==> src/rtl/prng_arbiter.sv <==
// Round-robin arbiter that shares one external PRNG between NREQ requesters,
// chaining each result into the next seed and bounding every PRNG wait.
//
// state   | meaning
// IDLE    | no transaction; pick round-robin winner when any req is high
// START   | launch PRNG with the issued seed (prng_start pulse)
// WAIT    | wait for prng_done, give up after TIMEOUT cycles
// RESP    | one-cycle rsp_valid to the granted requester
module prng_arbiter #(
    parameter int N = 16,
    parameter int NREQ = 4,
    parameter int TIMEOUT = 64,
    parameter logic [N-1:0] SEED_DEFAULT = 16'hACE1
) (
    input  logic            clk,
    input  logic            reset,
    input  logic [NREQ-1:0] req,
    output logic [NREQ-1:0] gnt,
    output logic            rsp_valid,
    output logic [N-1:0]    rsp_data,
    output logic            rsp_err,
    input  logic            seed_load,
    input  logic [N-1:0]    seed_in,
    output logic            prng_start,
    output logic [N-1:0]    prng_seed,
    input  logic            prng_done,
    input  logic [N-1:0]    prng_out,
    output logic            busy
);

    localparam int IW = $clog2(NREQ);
    localparam int CW = $clog2(TIMEOUT + 1);
    localparam logic [IW-1:0] LAST_INIT = IW'(NREQ - 1);

    typedef enum logic [1:0] {S_IDLE, S_START, S_WAIT, S_RESP} state_t;

    state_t          state, state_next;
    logic [N-1:0]    seed_reg;
    logic [N-1:0]    seed_issued;
    logic            seed_pinned;
    logic [IW-1:0]   last_served;
    logic [IW-1:0]   gnt_idx;
    logic [NREQ-1:0] grant_next;
    logic [CW-1:0]   wait_cnt;
    logic            wait_expired;

    assign wait_expired = (wait_cnt == CW'(TIMEOUT - 1));

    always_comb begin
        logic found;
        found = 1'b0;
        grant_next = '0;
        for (int i = 1; i <= NREQ; i++) begin
            if (!found && req[(int'(last_served) + i) % NREQ]) begin
                grant_next[(int'(last_served) + i) % NREQ] = 1'b1;
                found = 1'b1;
            end
        end
    end

    always_comb begin
        gnt_idx = '0;
        for (int i = 0; i < NREQ; i++) begin
            if (gnt[i]) gnt_idx = IW'(i);
        end
    end

    always_ff @(posedge clk or negedge reset) begin
        if (!reset) state <= S_IDLE;
        else        state <= state_next;
    end

    always_comb begin
        state_next = state;
        case (state)
            S_IDLE:  if (|req) state_next = S_START;
            S_START: state_next = S_WAIT;
            S_WAIT:  if (prng_done || wait_expired) state_next = S_RESP;
            S_RESP:  state_next = S_IDLE;
            default: state_next = S_IDLE;
        endcase
    end

    always_comb begin
        prng_start = 1'b0;
        prng_seed  = '0;
        rsp_valid  = 1'b0;
        busy       = (state != S_IDLE);
        case (state)
            S_START: begin
                prng_start = 1'b1;
                prng_seed  = seed_issued;
            end
            S_RESP:  rsp_valid = 1'b1;
            default: ;
        endcase
    end

    // A seed loaded after the current seed was issued is pinned so the
    // chained PRNG result of that transaction does not overwrite it.
    always_ff @(posedge clk or negedge reset) begin
        if (!reset) begin
            gnt         <= '0;
            rsp_data    <= '0;
            rsp_err     <= 1'b0;
            seed_reg    <= SEED_DEFAULT;
            seed_issued <= '0;
            seed_pinned <= 1'b0;
            last_served <= LAST_INIT;
            wait_cnt    <= '0;
        end else begin
            case (state)
                S_IDLE: begin
                    if (|req) begin
                        gnt         <= grant_next;
                        seed_issued <= (seed_reg == '0) ? SEED_DEFAULT : seed_reg;
                        seed_pinned <= 1'b0;
                    end
                end
                S_START: wait_cnt <= '0;
                S_WAIT: begin
                    wait_cnt <= wait_cnt + CW'(1);
                    if (prng_done) begin
                        rsp_data <= prng_out;
                        rsp_err  <= 1'b0;
                        if (!seed_pinned) seed_reg <= prng_out;
                    end else if (wait_expired) begin
                        rsp_data <= '0;
                        rsp_err  <= 1'b1;
                    end
                end
                S_RESP: begin
                    last_served <= gnt_idx;
                    gnt         <= '0;
                end
                default: ;
            endcase
            if (seed_load) begin
                seed_reg    <= seed_in;
                seed_pinned <= 1'b1;
            end
        end
    end

endmodule

==> config.mk <==
export PLATFORM = sky130hd
export DESIGN_NAME = prng_arbiter
export DESIGN_NICKNAME = d
export VERILOG_FILES = /design/src/rtl/prng_arbiter.sv
export SDC_FILE = /design/constraint.sdc
export NUM_CORES = 1
export LEC_CHECK = 0
export BUFFER_PORTS_ARGS = -buffer_cell sky130_fd_sc_hd__buf_2
export CAP_MARGIN = 20
export CORE_MARGIN = 8
export CORE_UTILIZATION = 54
export CTS_CLUSTER_SIZE = 10
export DETAILED_ROUTE_END_ITERATION = 6
export PLACE_DENSITY = 0.76
export SLEW_MARGIN = 5
export SYNTH_ARGS = -nofsm -noshare
export SYNTH_HDL_FRONTEND = slang
export SYNTH_SLANG_ARGS = --single-unit
==> constraint.sdc <==
create_clock -name clk -period 3.55 [get_ports clk]
set_clock_uncertainty 0.1 [all_clocks]
set_input_delay 0.1775 -clock clk [delete_from_list [all_inputs] [get_ports clk]]
set_output_delay 0.1775 -clock clk [all_outputs]
set_load 0.02 [all_outputs]
**Word level (Yosys, flattened, before mapping)**

Index checks and enable logic that the tools add are counted.
W data, S select, Z words.

- Register bits: 65
- Input bits: 40
- Output and inout bits: 40
- Logic and storage cells: 119

- Add/subtract/negate cells: 5
- Order comparisons: 8
- Equal/unequal tests: 7
- Mux-type cells: 51
- Bitwise gates (word level): 7
- Reduce and logical (&&, ||, !) cells: 32

Operator list:

| operator | count |
|---|---|
| $mux W16 | 8 |
| $mux W1 | 23 |
| $mux W4 | 5 |
| $logic_not A16 Y1 | 1 |
| $lt A3 B4 Y1 const B | 4 |
| $reduce_bool A2 Y1 | 8 |
| $pmux W7 S2 | 1 |
| $ge A3 B1 Y1 const B | 4 |
| $or A4 B4 Y4 | 3 |
| $reduce_and A2 Y1 | 5 |
| $bmux W1 S2 | 4 |
| $demux W1 S2 | 4 |
| $mux W2 | 4 |
| $pmux W2 S4 | 1 |
| $pmux W4 S2 | 1 |
| $reduce_or A2 Y1 | 4 |
| $add A7 B1 Y7 const B | 1 |
| $eq A7 B6 Y1 const B | 1 |
| $logic_and A1 B1 Y1 | 7 |
| $ne A2 B2 Y1 const B | 3 |
| $add A2 B1 Y2 const B | 2 |
| $add A2 B2 Y2 const B | 2 |
| $and A1 B1 Y1 const A | 4 |
| $eq A2 B2 Y1 const B | 2 |
| 6 further kinds | 8 |

**Logic depth before layout (Yosys ltp)**

Gate-level depths: netlist of the first run.

- Depth after elaboration: 18
- Gate-level depth with buffers: 9
- Mapped depth without buffers: 6

**Worst setup path after synthesis of the first run**

OpenSTA, ideal clock, no wires.

- Path kind: register -> register
- Start point: reg last_served[0]
- End point: reg gnt[1]
- Setup time: 0.140 ns
- Data arrival time: 2.632 ns
- Required time: 3.310 ns
- Setup slack: 0.679 ns
- Cell stages (with the launch flop): 10
- Path buffers: 3
- Period minus slack after synthesis: 2.871 ns
- Cells stage by stage: dfstp_2 -> clkbuf_2 -> clkbuf_1 -> inv_1 -> ha_1 -> clkbuf_1 -> mux2i_1 -> o22ai_1 -> a2111oi_0 -> o211ai_1

- Cells in the longest elaborated chain, start to end: 16
- Elaborated cells between the ends (all ways): 62
- Those cells by class: add/sub: 4; order compare: 8; mux: 29; bitwise: 7; reduce/logical: 14

RTL lines:

| what | RTL line | source |
|---|---|---|
| start, declared | 41 | `logic [IW-1:0] last_served;` |
| start signal, assigned | 133 | `last_served <= gnt_idx;` |
| $add A2 B1 Y2 | 54, 55 |  |
| $reduce_or A2 Y1 (no source line) / $bmux W1 S2 (equally long branches) | -- |  |
| $and A1 B1 Y1 (no source line) / $mux W1 (equally long branches) | -- |  |
| $lt A3 B4 Y1 (not written as such) (tied with other cells) | 55 | `grant_next[(int'(last_served) + i) % NREQ] = 1'b1;` |
| $logic_and A1 B1 Y1 (not written as such) / $mux W1 (equally long branches) | 55, 54 |  |
| $mux W1 (not written as such) / $logic_not A1 Y1 (equally long branches) | 55, 54 |  |
| $demux W1 S2 / $logic_and A1 B1 Y1 (equally long branches) | 55, 54 |  |
| $mux W4 / $mux W1 (equally long branches) | 54 | `if (!found && req[(int'(last_served) + i) % NREQ]) begin` |
| $or A4 B4 Y4 (no source line) / $logic_not A1 Y1 (equally long branches) | -- |  |
| $mux W4 / $logic_and A1 B1 Y1 (equally long branches) | 54 |  |
| $or A4 B4 Y4 (no source line) / $mux W1 (equally long branches) | -- |  |
| $mux W4 / $logic_not A1 Y1 (equally long branches) | 54 |  |
| $or A4 B4 Y4 (no source line) / $logic_and A1 B1 Y1 (equally long branches) | -- |  |
| $mux W4 (*) | 54 |  |
| $mux W4 (*) | 114 | `if (\|req) begin` |
| $pmux W4 S2 (*) | 112 | `case (state)` |
| end signal, assigned | 115 | `gnt <= grant_next;` |
| end, declared | 18 | `output logic [NREQ-1:0] gnt,` |

Every way passes the cells marked *; elsewhere a longest branch is shown, timed or not. The select of a mux whose other input is x is not followed.
A chain may end at the register's enable or synchronous reset.

**Final worst setup path of the first run**

Same ends and word-level chain as after synthesis.

==> metrics.md, run 1 <==
| Metric | Value |
|---|---|
| Status | `finished, final reports clean` |
| CP Capture Type | `flip-flop` |
| # DRC | `0` |
| CP max FO | `18` |
| Unrepaired setup endpoints after global routing | `false` |
| Total global-route track usage | `20.53%` |
| Vias per cell | `5.661` |
| First-pass GRT wire length | `14400 um` |
| Reg clk slew, reported paths | `0.08 ns` |
| Post-DP HPWL | `6116 um` |
| Clk buf depth | `2` |
| Area grow syn2layout | `28.52%` |
| CTS root buf | `clkbuf_8` |
| Total gr overflow | `0` |
| Total die area | `8926 um^2` |
| IO Count | `80` |
| Pins Over Slew Limit | `0` |
| Worst path slowest cell | `dfstp_2` |
| Post-synth top area cell | `dfrtp_1` |
| Final setup fails | `0` |
| Post-Syn Area | `3326 um^2` |
| Post-cts sizing count | `0` |
| Seq pwr share | `34.8%` |
| Met2 usage in global routing | `31.69%` |
| R2R Path End | `gnt[1]` |
| Syn nets | `371` |
| Combinational power share | `44.0%` |
| Clk pwr share | `21.1%` |
| Fin Setup TNS | `0 ns` |
| Wire per inst | `17.52 um` |
| CP required | `3.66 ns` |
| Max frequency | `359.2 MHz` |
| Ranking of synthesized cells by area | `dfrtp_1 (41%), dfstp_2 (7.9%), mux2i_1 (6.9%)` |
| Critical-path cell list | `inv_1 > ha_1 > mux2i_1 > o22ai_1 > a2111oi_0 > o211ai_1` |
| Pin count of the biggest net entering global routing | `40` |
| Hold Buf Count CTS | `27` |
| WP buf/inv | `1` |
| Most frequent cells in the layout | `buf_2 (79), dfrtp_1 (55), nand2_1 (50), o21ai_0 (28), dlygate4sd3_1 (28)` |
| Diodes inserted | `0` |
| Tcrit/Tclk final | `78.43%` |
| Worst r2r path cells | `6` |
| Initial Util | `56.17%` |
| Post-CTS Setup Bufs | `0` |
| CTS H-tree lvls | `3` |
| Number of global-route vias before repair | `2890` |
| Post-synth EDFFs | `0` |
| RD Place Congestion | `0.8604` |
| Crit path time final | `2.784 ns` |
| CP Launch Type | `flip-flop` |
| Commonest non-fill, non-tap cell in the layout | `buf_2` |
| Reg2Reg Launch Point | `last_served[0]` |
| Initial antenna violation count | `0` |
| Initial DRC count | `186` |
| Synth top area share | `41.38%` |
| Die X | `94.48 um` |
| Grt met1 use | `27.68%` |
| Total Routed Length | `8848 um` |
| Die Y | `94.48 um` |
| Clock sinks | `65` |
| Row count | `28` |
| Total power | `3.379 mW` |
| Post-synthesis cell count | `318` |
| Max stage delay on crit path | `0.72 ns` |
| Yosys reg bits | `65` |
| Slew @ Worst Pin | `1.001 ns` |
| Multi-input logic area | `1563 um^2` |
| Num CTS Buffers | `9` |
| Synth unique cells | `43` |
| Hold Path Class | `primary input to flip-flop` |
| Final Hold Viols | `0` |
| Ys flop type | `dfrtp_1` |
| Detail Route Antenna Nets | `0` |
| Maximum VDD drop | `469.0 uV` |
| Via Count | `2859` |
| Post-synth ARST share | `100.0%` |
| Port Buf Inserts | `79` |
| Core area | `5921 um^2` |
| CP endpoint | `gnt[1]` |
| Avg Cell Area, Syn | `10.46 um^2` |
| R2R Setup Slk | `0.77 ns` |
| Max-slew headroom | `33.28%` |
| Crit Path Category | `flip-flop to flip-flop` |
| GRT Max-Usage Layer | `met2` |
| Worst path depth | `6` |
| Post-synthesis sequential area ratio | `49.29%` |
| Crit path arrival time | `2.89 ns` |
| Psw | `1.341 mW` |
| Final core utilization | `72.19%` |
| Met3 Usage GRT | `5.714%` |
| CTS tree | `yes` |
| Pleak | `2.132 nW` |
| Synth warnings | `0` |
| CP top delay family | `compound AO/OA/AOI/OAI gates` |
| Switch share | `39.69%` |
| Clock Latency Late Sink | `0.34 ns` |
| Internal Power | `2.038 mW` |
| # Max-Cap Violations | `0` |
| Nets | `478` |
| Share of layout cells above drive strength 1 | `28.37%` |
| Area taken by flip-flops and latches | `1639 um^2` |
| CP startpoint | `last_served[0]` |
| Drt first pass iters | `4` |
| Filler Cell Count | `429` |
| Pwr dens | `790.5 nW/um^2` |
-- worst reg2reg max path: stages (launching register included) --
cell and delay [ns]:
dfstp_2 0.72, inv_1 0.20, ha_1 0.47, mux2i_1 0.42
o22ai_1 0.14, a2111oi_0 0.46, o211ai_1 0.16
-- power groups by stage --
stage | sequential (mW) | combinational, mW | clock (mW)
2_1_floorplan | 1.25 | 0.969 | 0
3_3_place_gp | 1.17 | 1.45 | 0
3_5_place_dp | 1.18 | 1.46 | 0
4_1_cts | 1.17 | 1.49 | 0.719
5_1_grt | 1.21 | 1.63 | 0.751
6_report | 1.18 | 1.49 | 0.714
-- final cells by class --
type / count / share of cell area [%]
sequential: 65 / 38.35
clock buffer: 10 / 3.220
inverter: 12 / 1.054
timing repair buffer: 111 / 16.51
tap: 75 / 2.196
clock inverter: 6 / 2.108
multi-input combinational: 226 / 36.56
-- cell usage after synthesis, types with 2 or more instances --
cell type and instances:
a21oi_1 3, a221oi_1 3, a22o_1 16, a31o_2 3
and2_1 19, and3_1 2, buf_2 2, buf_6 2
clkbuf_1 8, dfrtp_1 55, dfstp_2 10, ha_1 13
inv_1 12, mux2_2 5, mux2i_1 23, mux4_2 2
nand2_1 50, nand2b_1 5, nand3_1 3, nand4_1 7
nor2_1 5, nor2b_1 3, nor4_1 4, o211ai_1 4
o21ai_0 28, o21ai_1 2, o22a_1 8, o22ai_1 6
-- logic make-up after synthesis --
logic type      count (synthesis)  synth area share (%)
xor+xnor                        1                0.2634
flops                          65                 49.29
simple gates                  104                 15.50
compound gates                 78                 16.37
mux                            30                 9.970
buf+inv                        27                 3.724
fa+ha+maj                      13                 4.891
-- metal layers --
metal	wire length, um	up-vias	share of wire, %
li1	-	1359	-
met1	3947	1387	45
met2	4267	106	48
met3	564	7	6.4
met4	69	0	0.78
met5	0	-	0
-- how the worst min path moves through the flow --
stage | start | depth (start not counted) | slack [ns] | end
2_1_floorplan | reset | 0 | -0.22 | gnt[0]
3_3_place_gp | reset | 1 | 0.23 | gnt[1]
3_5_place_dp | reset | 1 | 0.24 | gnt[1]
4_1_cts | prng_out[7] | 2 | 0.0007 | rsp_data[7]
5_1_grt | prng_out[1] | 2 | 0.01 | rsp_data[1]
6_report | prng_out[7] | 2 | 0.007 | rsp_data[7]
-- per-stage QoR --
step / cells / hold WS [ns] / setup WS, ns / area, um^2
after floorplan: 318 / -0.2181 / 0.6789 / 3326
after global placement: 460 / 0.2319 / 0.8359 / 3759
after detailed placement: 460 / 0.2383 / 0.7600 / 3759
after CTS: 503 / 0.0007137 / 0.7333 / 4257
after global routing: 505 / 0.01341 / 0.5996 / 4274
final: 505 / 0.006801 / 0.7657 / 4274
(Power assumes the default switching activity.)
==> run 2, diff against run 1 <==
ABC_AREA = 1   (was not set)
CORE_UTILIZATION = 49   (was 54)
PLACE_DENSITY = 0.73   (was 0.76)
clock period = 2.4 ns   (was 3.55 ns; I/O delays follow)
==> metrics.md, run 2 <==
| Metric | Value |
|---|---|
| CP Capture Type | `flip-flop (unchanged)` |
| # DRC | `0 (unchanged)` |
| Initial DRC count | `150 (was 186)` |
| Ys flop type | `dfrtp_1 (unchanged)` |
| Row count | `30 (was 28)` |
| Post-synthesis sequential area ratio | `48.46% (was 49.29%)` |
| Total Routed Length | `9107 um (was 8848 um)` |
| Slew @ Worst Pin | `0.5756 ns (was 1.001 ns)` |
| Post-synth EDFFs | `0 (unchanged)` |
| Final setup fails | `0 (unchanged)` |
| Reg clk slew, reported paths | `0.07 ns (was 0.08 ns)` |
| Total power | `5.180 mW (was 3.379 mW)` |
| Area taken by flip-flops and latches | `1639 um^2 (unchanged)` |
| Hold Worst Slack | `0.01642 ns (was 0.006801 ns)` |
| Detail Route Antenna Nets | `0 (unchanged)` |
| Commonest non-fill, non-tap cell in the layout | `nand2_1 (was buf_2)` |
| CP Launch Type | `flip-flop (unchanged)` |
| Num CTS Buffers | `9 (unchanged)` |
| Status | `finished, final reports clean (unchanged)` |
| Area grow syn2layout | `31.30% (was 28.52%)` |
| Design area | `4441 um^2 (was 4274 um^2)` |
| Crit Path Category | `flip-flop to flip-flop (unchanged)` |
| Wire per inst | `14.69 um (was 17.52 um)` |
| Final non-filler cell total | `620 (was 505)` |
| Post-synth ARST share | `100.0% (unchanged)` |
| Tcrit/Tclk final | `93.93% (was 78.43%)` |
| Die X | `99.08 um (was 94.48 um)` |
| Setup ws final | `0.1457 ns (was 0.7657 ns)` |
| Avg Cell Area, Syn | `8.149 um^2 (was 10.46 um^2)` |
| Filler Cell Count | `567 (was 429)` |
| Max-slew headroom | `61.62% (was 33.28%)` |
| Synth top cells by count | `nand2_1 (123), dfrtp_1 (55), inv_1 (46) (was dfrtp_1 (55), nand2_1 (50), o21ai_0 (28))` |
| Number of global-route vias before repair | `3267 (was 2890)` |
| Fin Setup TNS | `0 ns (unchanged)` |
| Pwr dens | `1167 nW/um^2 (was 790.5 nW/um^2)` |
| Drt first pass iters | `4 (unchanged)` |
| Core area | `6756 um^2 (was 5921 um^2)` |
| Most frequent cells in the layout | `nand2_1 (122), buf_2 (79), dfrtp_1 (55), inv_1 (46), nand3_1 (45) (was buf_2 (79), dfrtp_1 (55), nand2_1 (50), o21ai_0 (28), dlygate4sd3_1 (28))` |
| Clock Latency Late Sink | `0.34 ns (about the same)` |
| CTS tree | `yes (unchanged)` |
| Synth unique cells | `33 (was 43)` |
| Unrepaired setup endpoints after global routing | `false (unchanged)` |
| Pin count of the biggest net entering global routing | `25 (was 40)` |
| CP max FO | `11 (was 18)` |
| Die Y | `99.08 um (was 94.48 um)` |
| Nets | `588 (was 478)` |
| Initial antenna violation count | `0 (unchanged)` |
| Crit path arrival time | `2.43 ns (was 2.89 ns)` |
| Clock sinks | `65 (unchanged)` |
| Max frequency | `443.6 MHz (was 359.2 MHz)` |
| Synth top area share | `40.70% (was 41.38%)` |
| CP required | `2.58 ns (was 3.66 ns)` |
| RD Place Congestion | `0.7994 (was 0.8604)` |
| Pleak | `2.399 nW (was 2.132 nW)` |
| Total global-route track usage | `18.84% (was 20.53%)` |
| First-pass GRT wire length | `15260 um (was 14400 um)` |
| Crit path time final | `2.254 ns (was 2.784 ns)` |
| Post-Syn Area | `3382 um^2 (was 3326 um^2)` |
| CTS H-tree lvls | `3 (unchanged)` |
| Via Count | `3204 (was 2859)` |
| Top-count cell post-synth | `nand2_1 (was dfrtp_1)` |
| Diodes inserted | `0 (unchanged)` |
| Total gr overflow | `0 (unchanged)` |
| Final core utilization | `65.72% (was 72.19%)` |
| Final Hold Viols | `0 (unchanged)` |
| Vias per cell | `5.168 (was 5.661)` |
| Syn nets | `468 (was 371)` |
| Port Buf Inserts | `79 (unchanged)` |
| Placed cell area | `3852 um^2 (was 3759 um^2)` |
| Yosys reg bits | `65 (unchanged)` |
| Post-DP HPWL | `6370 um (was 6116 um)` |
| Maximum VDD drop | `674.7 uV (was 469.0 uV)` |
| Ranking of synthesized cells by area | `dfrtp_1 (41%), nand2_1 (14%), dfstp_2 (7.8%) (was dfrtp_1 (41%), dfstp_2 (7.9%), mux2i_1 (6.9%))` |
| Hold Path Class | `primary input to flip-flop (unchanged)` |
| Share of layout cells above drive strength 1 | `24.26% (was 28.37%)` |
| Post-synthesis cell count | `415 (was 318)` |
| Clk buf depth | `2 (unchanged)` |
| Synth warnings | `0 (unchanged)` |
| Dpl ws | `0.2906 ns (was 0.7600 ns)` |
| Total die area | `9817 um^2 (was 8926 um^2)` |
| Cells after DPL | `565 (was 460)` |
| # Max-Cap Violations | `0 (unchanged)` |
| Multi-input logic area | `1480 um^2 (was 1563 um^2)` |
| CTS root buf | `clkbuf_8 (unchanged)` |
| Initial Util | `50.06% (was 56.17%)` |
| Post-synth top area cell | `dfrtp_1 (unchanged)` |
| IO Count | `80 (unchanged)` |
| Pins Over Slew Limit | `0 (unchanged)` |
==> run 2: logic make-up (layout without fill, tap and decap cells) <==
| group | count (synthesis) | count (layout) | share of synthesized area (%) |
|---|---|---|---|
| flops | 65 | 65 | 48.46 |
| fa+ha+maj | 13 | 13 | 4.810 |
| simple gates | 221 | 221 | 29.67 |
| xor+xnor | 1 | 1 | 0.2590 |
| buf+inv | 68 | 193 | 7.917 |
| compound gates | 47 | 47 | 8.879 |
==> run 2: worst paths after layout <==
path                                   start             end  slack [ns]  depth (start not counted)
worst max-delay path                state[0]     seed_reg[7]        0.15                          9
worst min-delay path            prng_out[10]    rsp_data[10]        0.02                          3
worst max register to register      state[0]     seed_reg[7]        0.15                          9
worst min register to register        gnt[0]          gnt[0]        0.38                          2
max in group asynchronous              reset    seed_reg[15]        1.31                          3
min in group asynchronous              reset  seed_issued[8]        0.17                          2
==> run 2: area by class of cell <==
class,instances,share of cell area [%]
Timing Repair Buffer,123,18.43
Clock buffer,14,4.114
Clock inverter,2,0.2254
Multi-Input combinational cell,282,33.33
Sequential cell,65,36.91
Tap cell,80,2.254
Inverter,54,4.734
==> run 2: what timing repair did <==
action,CTS,global route
hold endpoints to repair,50,0
gates resized for setup,0,4
endpoints found under the setup margin,0,5
setup buffers,0,2
hold buffers,37,0
==> run 2: critical path, cell delays in order (launching register included) <==
cell,delay (ns)
dfrtp_1,0.40
inv_1,0.13
ha_2,0.26
nand2_2,0.13
nor2_4,0.21
nor2_4,0.10
inv_4,0.14
nor2_1,0.05
a31oi_1,0.12
dlygate4sd3_1,0.56
==> run 2: layer usage <==
layer,global-route usage [%],routed length [um],vias up,share of wire [%]
li1,-,-,1585,-
met1,24.77,4297,1502,47
met2,29.11,4129,103,45
met3,5.356,547,14,6.0
met4,6.170,133,0,1.5
met5,0,0,-,0
==> run 2: power breakdown <==
part	internal, mW	switching (mW)	leakage (nW)	total (mW)
sequential	1.50	0.290	0.787	1.79
combinational	0.865	1.64	1.51	2.50
clock	0.485	0.401	0.102	0.886
total	2.85	2.33	2.40	5.18
